$ cat config.mk
export PLATFORM = sky130hd
export DESIGN_NAME = dmem_rmw_ctrl_flat
export DESIGN_NICKNAME = d
export VERILOG_FILES = /design/src/rtl/dmem_rmw_ctrl_if.sv /design/src/rtl/dmem_rmw_ctrl.sv /design/src/flat_wrapper.sv
export SDC_FILE = /design/constraint.sdc
export NUM_CORES = 1
export LEC_CHECK = 0
export ABC_CLOCK_PERIOD_IN_PS = 2520
export BUFFER_PORTS_ARGS = -buffer_cell sky130_fd_sc_hd__buf_4
export CORE_MARGIN = 1
export CORE_UTILIZATION = 35
export CTS_BUF_LIST = sky130_fd_sc_hd__clkbuf_2
export CTS_CLUSTER_SIZE = 24
export DETAILED_ROUTE_END_ITERATION = 10
export GPL_ROUTABILITY_DRIVEN = 0
export HOLD_SLACK_MARGIN = 0.1
export PLACE_DENSITY = 0.62
export RECOVER_POWER = 25
export SLEW_MARGIN = 20
export SYNTH_ARGS = -nofsm -noshare
export SYNTH_HDL_FRONTEND = slang
export SYNTH_SLANG_ARGS = --single-unit
$ cat constraint.sdc
create_clock -name clk -period 2.52 [get_ports clk]
set_input_delay 0.378 -clock clk [delete_from_list [all_inputs] [get_ports clk]]
set_output_delay 0.378 -clock clk [all_outputs]
set_load 0.02 [all_outputs]
$ cat src/rtl/dmem_rmw_ctrl_if.sv
// Core-side request/response bus and RAM port bundle for the data-memory front end.
interface dmem_rmw_ctrl_if #(
    parameter int AW = 12
);
    // Request from the MEM stage
    logic          req_valid_i;
    logic          req_ready_o;
    logic          req_we_i;
    logic [31:0]   req_addr_i;
    logic [1:0]    req_size_i;
    logic          req_unsigned_i;
    logic [31:0]   req_wdata_i;
    // Response back to the MEM stage
    logic          rsp_valid_o;
    logic          rsp_err_o;
    logic [31:0]   rsp_rdata_o;
    // Word-wide RAM port
    logic          ram_w_en_o;
    logic [AW-1:0] ram_w_addr_o;
    logic [31:0]   ram_w_data_o;
    logic          ram_r_en_o;
    logic [AW-1:0] ram_r_addr_o;
    logic [31:0]   ram_r_data_i;

    // Controller side
    modport slave (
        input  req_valid_i, req_we_i, req_addr_i, req_size_i, req_unsigned_i, req_wdata_i,
        input  ram_r_data_i,
        output req_ready_o, rsp_valid_o, rsp_err_o, rsp_rdata_o,
        output ram_w_en_o, ram_w_addr_o, ram_w_data_o, ram_r_en_o, ram_r_addr_o
    );

    // Core / RAM side
    modport master (
        output req_valid_i, req_we_i, req_addr_i, req_size_i, req_unsigned_i, req_wdata_i,
        output ram_r_data_i,
        input  req_ready_o, rsp_valid_o, rsp_err_o, rsp_rdata_o,
        input  ram_w_en_o, ram_w_addr_o, ram_w_data_o, ram_r_en_o, ram_r_addr_o
    );
endinterface

$ cat src/rtl/dmem_rmw_ctrl.sv
// Data-memory load/store front end. Byte/half/word requests are turned into
// word-wide RAM accesses; sub-word stores become read-modify-write because the
// RAM has no byte enables. One request is in flight at a time.
module dmem_rmw_ctrl #(
    parameter int AW = 12
) (
    input  logic               clk,
    input  logic               rst,
    dmem_rmw_ctrl_if.slave     bus
);

    typedef enum logic [2:0] {
        IDLE   = 3'd0,
        RD     = 3'd1,
        LD_RSP = 3'd2,
        MERGE  = 3'd3,
        WR     = 3'd4,
        ERR    = 3'd5
    } state_t;

    state_t        state_r;
    logic [AW-1:0] idx_r;
    logic          we_r;
    logic [1:0]    size_r;
    logic [1:0]    lane_r;
    logic          uns_r;
    logic [31:0]   sdata_r;
    logic [31:0]   wdata_r;
    logic [AW-1:0] r_addr_r;
    logic [AW-1:0] w_addr_r;

    logic [AW-1:0] idx_s;
    logic          mis_s;
    logic          unused_addr_s;

    // Size 3 is never legal; half needs addr[0]=0; word needs addr[1:0]=0.
    function automatic logic misaligned(input logic [1:0] size, input logic [1:0] lane);
        logic m;
        case (size)
            2'd0:    m = 1'b0;
            2'd1:    m = lane[0];
            2'd2:    m = (lane != 2'd0);
            default: m = 1'b1;
        endcase
        return m;
    endfunction

    // Pick the addressed lane of a little-endian word and sign/zero extend it.
    function automatic logic [31:0] load_extend(input logic [31:0] word, input logic [1:0] size,
                                                input logic [1:0] lane, input logic uns);
        logic [7:0]  b;
        logic [15:0] h;
        logic [31:0] r;
        case (lane)
            2'd0:    b = word[7:0];
            2'd1:    b = word[15:8];
            2'd2:    b = word[23:16];
            default: b = word[31:24];
        endcase
        h = lane[1] ? word[31:16] : word[15:0];
        case (size)
            2'd0:    r = uns ? {24'd0, b} : {{24{b[7]}}, b};
            2'd1:    r = uns ? {16'd0, h} : {{16{h[15]}}, h};
            default: r = word;
        endcase
        return r;
    endfunction

    // Replace the addressed lane of the old word with right-aligned store data.
    function automatic logic [31:0] lane_merge(input logic [31:0] word, input logic [31:0] d,
                                               input logic [1:0] size, input logic [1:0] lane);
        logic [31:0] r;
        case (size)
            2'd0: begin
                case (lane)
                    2'd0:    r = {word[31:8], d[7:0]};
                    2'd1:    r = {word[31:16], d[7:0], word[7:0]};
                    2'd2:    r = {word[31:24], d[7:0], word[15:0]};
                    default: r = {d[7:0], word[23:0]};
                endcase
            end
            2'd1:    r = lane[1] ? {d[15:0], word[15:0]} : {word[31:16], d[15:0]};
            default: r = d;
        endcase
        return r;
    endfunction

    // Address bits above the RAM depth alias and are deliberately ignored.
    assign idx_s         = bus.req_addr_i[AW+1:2];
    assign unused_addr_s = ^bus.req_addr_i[31:AW+2];
    assign mis_s         = misaligned(bus.req_size_i, bus.req_addr_i[1:0]);

    // Request sequencer: latches the request on accept and walks RD/MERGE/WR.
    always_ff @(posedge clk) begin
        if (rst) begin
            state_r  <= IDLE;
            idx_r    <= '0;
            we_r     <= 1'b0;
            size_r   <= 2'd0;
            lane_r   <= 2'd0;
            uns_r    <= 1'b0;
            sdata_r  <= 32'd0;
            wdata_r  <= 32'd0;
            r_addr_r <= '0;
            w_addr_r <= '0;
        end else begin
            case (state_r)
                IDLE: begin
                    if (bus.req_valid_i) begin
                        idx_r   <= idx_s;
                        we_r    <= bus.req_we_i;
                        size_r  <= bus.req_size_i;
                        lane_r  <= bus.req_addr_i[1:0];
                        uns_r   <= bus.req_unsigned_i;
                        sdata_r <= bus.req_wdata_i;
                        if (mis_s) begin
                            state_r <= ERR;
                        end else if (!bus.req_we_i || (bus.req_size_i != 2'd2)) begin
                            r_addr_r <= idx_s;
                            state_r  <= RD;
                        end else begin
                            wdata_r  <= bus.req_wdata_i;
                            w_addr_r <= idx_s;
                            state_r  <= WR;
                        end
                    end else begin
                        state_r <= IDLE;
                    end
                end
                RD: begin
                    state_r <= we_r ? MERGE : LD_RSP;
                end
                MERGE: begin
                    wdata_r  <= lane_merge(bus.ram_r_data_i, sdata_r, size_r, lane_r);
                    w_addr_r <= idx_r;
                    state_r  <= WR;
                end
                LD_RSP:  state_r <= IDLE;
                WR:      state_r <= IDLE;
                ERR:     state_r <= IDLE;
                default: state_r <= IDLE;
            endcase
        end
    end

    // Moore output decode; every output is forced low while reset is held.
    always_comb begin
        bus.req_ready_o  = 1'b0;
        bus.rsp_valid_o  = 1'b0;
        bus.rsp_err_o    = 1'b0;
        bus.rsp_rdata_o  = 32'd0;
        bus.ram_w_en_o   = 1'b0;
        bus.ram_r_en_o   = 1'b0;
        bus.ram_w_addr_o = '0;
        bus.ram_r_addr_o = '0;
        bus.ram_w_data_o = 32'd0;
        if (!rst) begin
            bus.ram_w_addr_o = w_addr_r;
            bus.ram_r_addr_o = r_addr_r;
            bus.ram_w_data_o = wdata_r;
            case (state_r)
                IDLE:   bus.req_ready_o = 1'b1;
                RD:     bus.ram_r_en_o  = 1'b1;
                LD_RSP: begin
                    bus.rsp_valid_o = 1'b1;
                    bus.rsp_rdata_o = load_extend(bus.ram_r_data_i, size_r, lane_r, uns_r);
                end
                WR: begin
                    bus.ram_w_en_o  = 1'b1;
                    bus.rsp_valid_o = 1'b1;
                end
                ERR: begin
                    bus.rsp_valid_o = 1'b1;
                    bus.rsp_err_o   = 1'b1;
                end
                default: bus.req_ready_o = 1'b0;
            endcase
        end else begin
            bus.req_ready_o = 1'b0;
        end
    end

endmodule

$ cat src/flat_wrapper.sv
// flat-port wrapper written by rule: the top's interface ports become plain ports
module dmem_rmw_ctrl_flat 
#(
    parameter int AW = 12
)
  (clk, rst, bus_req_valid_i, bus_req_we_i, bus_req_addr_i, bus_req_size_i, bus_req_unsigned_i, bus_req_wdata_i, bus_ram_r_data_i, bus_req_ready_o, bus_rsp_valid_o, bus_rsp_err_o, bus_rsp_rdata_o, bus_ram_w_en_o, bus_ram_w_addr_o, bus_ram_w_data_o, bus_ram_r_en_o, bus_ram_r_addr_o);
  dmem_rmw_ctrl_if #(.AW(AW)) bus_i ();
  input  logic clk;
  input  logic rst;
  input wire logic [$bits(bus_i.req_valid_i)-1:0] bus_req_valid_i;
  input wire logic [$bits(bus_i.req_we_i)-1:0] bus_req_we_i;
  input wire logic [$bits(bus_i.req_addr_i)-1:0] bus_req_addr_i;
  input wire logic [$bits(bus_i.req_size_i)-1:0] bus_req_size_i;
  input wire logic [$bits(bus_i.req_unsigned_i)-1:0] bus_req_unsigned_i;
  input wire logic [$bits(bus_i.req_wdata_i)-1:0] bus_req_wdata_i;
  input wire logic [$bits(bus_i.ram_r_data_i)-1:0] bus_ram_r_data_i;
  output wire logic [$bits(bus_i.req_ready_o)-1:0] bus_req_ready_o;
  output wire logic [$bits(bus_i.rsp_valid_o)-1:0] bus_rsp_valid_o;
  output wire logic [$bits(bus_i.rsp_err_o)-1:0] bus_rsp_err_o;
  output wire logic [$bits(bus_i.rsp_rdata_o)-1:0] bus_rsp_rdata_o;
  output wire logic [$bits(bus_i.ram_w_en_o)-1:0] bus_ram_w_en_o;
  output wire logic [$bits(bus_i.ram_w_addr_o)-1:0] bus_ram_w_addr_o;
  output wire logic [$bits(bus_i.ram_w_data_o)-1:0] bus_ram_w_data_o;
  output wire logic [$bits(bus_i.ram_r_en_o)-1:0] bus_ram_r_en_o;
  output wire logic [$bits(bus_i.ram_r_addr_o)-1:0] bus_ram_r_addr_o;
  assign bus_i.req_valid_i = bus_req_valid_i;
  assign bus_i.req_we_i = bus_req_we_i;
  assign bus_i.req_addr_i = bus_req_addr_i;
  assign bus_i.req_size_i = bus_req_size_i;
  assign bus_i.req_unsigned_i = bus_req_unsigned_i;
  assign bus_i.req_wdata_i = bus_req_wdata_i;
  assign bus_i.ram_r_data_i = bus_ram_r_data_i;
  assign bus_req_ready_o = bus_i.req_ready_o;
  assign bus_rsp_valid_o = bus_i.rsp_valid_o;
  assign bus_rsp_err_o = bus_i.rsp_err_o;
  assign bus_rsp_rdata_o = bus_i.rsp_rdata_o;
  assign bus_ram_w_en_o = bus_i.ram_w_en_o;
  assign bus_ram_w_addr_o = bus_i.ram_w_addr_o;
  assign bus_ram_w_data_o = bus_i.ram_w_data_o;
  assign bus_ram_r_en_o = bus_i.ram_r_en_o;
  assign bus_ram_r_addr_o = bus_i.ram_r_addr_o;
  dmem_rmw_ctrl #(.AW(AW)) u_core (.clk(clk), .rst(rst), .bus(bus_i));
endmodule
Word level (Yosys, flattened, before mapping). Cells that the tools add are included.

Flip-flop bits (word level): 109. Word-level logic and storage cells: 74. Output and inout bits: 93. Input port bits: 103.

Equal/unequal tests: 14. Multiplexer cells: 37. Reductions and logical operators: 12. Bitwise operators: 1.

Operators by type and width (count): 2-to-1 mux 32 bit (9); case mux 32 bit (2 select lines) (3); case mux 32 bit (3 select lines) (1); 2-to-1 mux 12 bit (5); case mux 12 bit (2 select lines) (1); case mux 8 bit (3 select lines) (1); 2-to-1 mux 16 bit (1); 2-to-1 mux 1 bit (11); 2-to-1 mux 3 bit (3); case mux 3 bit (3 select lines) (1); != test 2 bit, second input constant (4); AND reduction 4 bit (2); == test 2 x 1 -> 1 bit, second input constant (3); == test 3 x 2 -> 1 bit, second input constant (2); == test 3 bit, second input constant (2); zero test 2 bit (3); == test 2 bit, second input constant (2); nonzero test 2 bit (2); == test 3 x 1 -> 1 bit, second input constant (1); zero test 3 bit (1); case mux 1 bit (3 select lines) (1); OR reduction 3 bit (1); AND reduction 2 bit (1); zero test 1 bit (1); other kinds (2) (2).

Depth between registers and ports, before layout.
Depth in word-level cells: 6. Depth in mapped cells: 7. Gate-level depth less buffers: 4.

Least setup slack after synthesis. No wires, ideal clock.

Path kind: input -> output. From: input port rst. To: output port bus_rsp_rdata_o[7]. Setup slack: 30 ps. Stages: 3. Path buffers: 1. Data required time: 2142 ps. Data arrival time: 2112 ps. Path through: or4b_1 > buf_4 > a2111oi_0.

Cells in the longest elaborated chain, start to end: 1.

RTL lines: start: declaration (line flat_wrapper.sv:9) `input logic rst;`; 2-to-1 mux 32 bit (line dmem_rmw_ctrl.sv:157) `if (!rst) begin`; end: declaration (line flat_wrapper.sv:20) `output wire logic [$bits(bus_i.rsp_rdata_o)-1:0] bus_rsp_rdata_o;`.

No other way between the ends.

Worst setup path in the final report.
From: register u_core.state_r[2]. To: output port bus_rsp_rdata_o[21].

Cells in the longest elaborated chain, start to end: 3.

RTL lines: start: declaration (line dmem_rmw_ctrl.sv:21) `state_t state_r;`; start signal: assignment (line dmem_rmw_ctrl.sv:131) `state_r <= we_r ? MERGE : LD_RSP;`; == test 3 x 2 -> 1 bit (line dmem_rmw_ctrl.sv:161) `case (state_r)`; 2-to-1 mux 32 bit (line dmem_rmw_ctrl.sv:161); 2-to-1 mux 32 bit (line dmem_rmw_ctrl.sv:157).

No other way between the ends.

==> results.tsv <==
stage	metric	value	unit
timing	hold_violations	0	
critical_path	timing.rr.start	u_core.state_r[1]	
yosys	synth_xor_area_share	0	%
yosys	synthArstFlopShare	0	%
layout	layout-area-overhead-vs-synth	39.7	%
critical_path	cp_data_required_time	2.14	ns
placement	io_buffer_count	177	
min_path	min_to	u_core.wdata_r[9]	
clocking	clock-sinks	109	
global_route	grt.total_usage	22.5	%
yosys	synth-compound-area-share	22.3	%
die	die_h	134	microns
placement	preCtsSetupSlack	0.136	ns
yosys	synth_cells	778	
layout	final_common_cell	buf_4	
yosys	synth.area.top_cells	dfxtp_1, nand2_1, mux2i_1	
layout	nFillCells	1691	
detailed_routing	routedWlPerCell	16.9	microns
min_path	hold_depth	4	
timing	fin_skew	0.0312	ns
yosys	yosys.area_share.simple	25.1	%
yosys	synth_top_family_by_area	simple AND/OR/NAND/NOR gates	
detailed_routing	drc_errors	0	
timing	setup_violations	26	
pwr	power_density	424	nW/um^2
critical_path	crit_fanout	6	
layout	final_cell_mix	buf_4, nand2_1, dfxtp_1	
global_route	grt_pass1_vias	5879	
layout	fin_nets	1095	
critical_path	worstPathArrival	2.29	ns
yosys	yosysUniqueCellTypes	45	
die	placementRows	47	
critical_path	rrSetupSlack	-0.01	ns
layout	layout-drive-gt1-share	25.0	%
detailed_routing	postRouteAntennaNets	0	
yosys	synthFlopType	dfxtp_1	
placement	place_inst	1132	
pwr	ir_drop	193	uV
die	io-pin-count	196	
yosys	synth_top_area_share	35.9	%
timing	rsz0062_at_grt	true	
detailed_routing	viasPerCell	5.30	
timing	fmax	375	MHz
yosys	synth_fa_ha_area_share	0	%
pwr	p_leak	3.76	nW
yosys	ys_warn_count	0	
layout	fin_cells	1218	
clocking	worstSkewPairLatency	0.62	ns
clocking	htreeDepth	3	
die	fp.dieW	134	microns
flow_run	max_cap_viol_count	0	
yosys	synth.avg_cell_area	7.82	sq um
die	die_area	17900	sq um
critical_path	ff2ff_path_depth	6	
clocking	cts_made_buffers	9	
global_route	grt_first_pass_wirelength	31.7	mm
global_route	grt_overflow	0	
clocking	cts_tree	yes	
detailed_routing	drtPass1Iterations	5	
yosys	synthesis.nets	881	
clocking	clk_path_buf_depth	2	
timing	fin_tns_setup	-2.64	ns
timing	fin_ws	-0.150	ns
critical_path	critPathKind	flop to output port	
die	start_util	36.3	%
die	core_area	16800	sq um
global_route	antenna_found_initial	1	
timing	max_slew.worst_pin.slew	1.15	ns
placement	hpwl	13.8	mm
timing	slew_viol_final	0	
detailed_routing	drt_iter0_drc	469	
pwr	power.total	3.60	mW
clocking	clk_pin_slew_worst_paths	0.29	ns
yosys	ys_seq_area_share	35.9	%
yosys	synth.ff_latch_count	109	
yosys	muxShareOfSynthArea	11.1	%
yosys	synth_edf_count	0	
yosys	synthesis.area	6080	sq um
detailed_routing	wl	20.5	mm
placement	dpl-instance-area	7620	sq um
outcome	violations	negative setup slack	
layout	post-route-util	50.7	%
yosys	synth_area_leader_cell	dfxtp_1	
timing	fin_crit	2.67	ns
critical_path	startpoint_type	flop	
min_path	hold_path.class	input pin to flop	
timing	holdWs	0.159	ns
min_path	hp-start	bus_ram_r_data_i[9]	
outcome	status	finished, violations left	
timing	period_share	106	%
layout	final_area	8500	sq um
critical_path	reg2reg_to	u_core.r_addr_r[6]	
clocking	cts-root-buf	clkbuf_2	
critical_path	end_kind	output port	
timing	max-slew-margin-rel	23.6	%
global_route	grt_max_degree	157	
detailed_routing	vias	6451	
-- worst max-delay path by stage --
stage | from | to | slack (ns) | cells after the start
detailed placement | rst | bus_rsp_rdata_o[30] | 0.14 | 6
global placement | rst | bus_rsp_rdata_o[24] | 0.15 | 6
CTS | u_core.lane_r[1] | bus_rsp_rdata_o[21] | -0.22 | 6
global route | u_core.state_r[2] | bus_rsp_rdata_o[21] | -0.25 | 5
floorplan | rst | bus_rsp_rdata_o[7] | 0.03 | 3
finish | u_core.state_r[2] | bus_rsp_rdata_o[21] | -0.15 | 5
-- flip-flops by register name, indices dropped and copies added, names as in the netlist --
name and flops:
u_core.sdata_r 32, u_core.we_r 1, u_core.lane_r 2, u_core.r_addr_r 12, u_core.idx_r 12, u_core.state_r 3
u_core.wdata_r 32, u_core.uns_r 1, u_core.w_addr_r 12, u_core.size_r 2
-- area by class of cell --
cell class	count	area [sq um]	area share, %
Antenna cell	1	2.50	0.0294
Clock inverter	6	46.3	0.545
Clock buffer	10	50.0	0.589
Tap cell	220	275	3.24
Timing Repair Buffer	276	2190	25.8
Inverter	9	33.8	0.397
Sequential cell	109	2190	25.8
Multi-Input combinational cell	587	3710	43.6
-- metal layers --
metal  vias up  global-route usage [%]  routed length, microns
li1       3146                       -                       -
met1      3028                    31.1                    9450
met2       251                    35.8                    9400
met3        26                    3.17                    1320
met4         0                    7.26                     369
met5         -                       0                       0
-- kinds of logic after synthesis --
kind of cell | Yosys count
multiplexers | 64
AND/OR/NAND/NOR | 319
AO/OA/AOI/OAI | 204
buffers and inverters | 82
flip-flops | 109
-- where the power goes --
part / switching (mW) / internal [mW]
registers: 0.0675 / 1.82
clock network: 0.621 / 0.144
logic: 0.518 / 0.433
-- what timing repair did --
item                       4_1_cts  5_1_grt
hold endpoints to repair       107        0
pin swaps                       14        7
hold buffers                    62        0
gates resized for setup         61        9
setup endpoints to repair       32       32
buffers inserted                 4        3
-- critical path, cell delays in order (launching register included) --
cell,delay (ns)
dfxtp_2,0.39
or4b_4,0.59
a2111oi_4,0.26
buf_4,0.22
a21o_1,0.11
buf_6,0.11
-- cell usage after synthesis (all sizes together), types with 2 or more instances --
library cell and n:
mux2i 43, o21ai 19, inv 9, a2111oi 5, a21boi 8, nor2 51
nand2b 13, nand3 7, mux2 20, clkbuf 52, o21bai 7, nor4 8
a311oi 9, a21oi 69, a31oi 9, and2 10, a211oi 5, o211ai 7
buf 21, nor2b 59, nor3 14, nand2 140, o22ai 10, dfxtp 109
or4b 2, a221oi 15, o21a 2, a21o 31, and3 8, o311ai 8
Power figures use the tool's default switching activity.
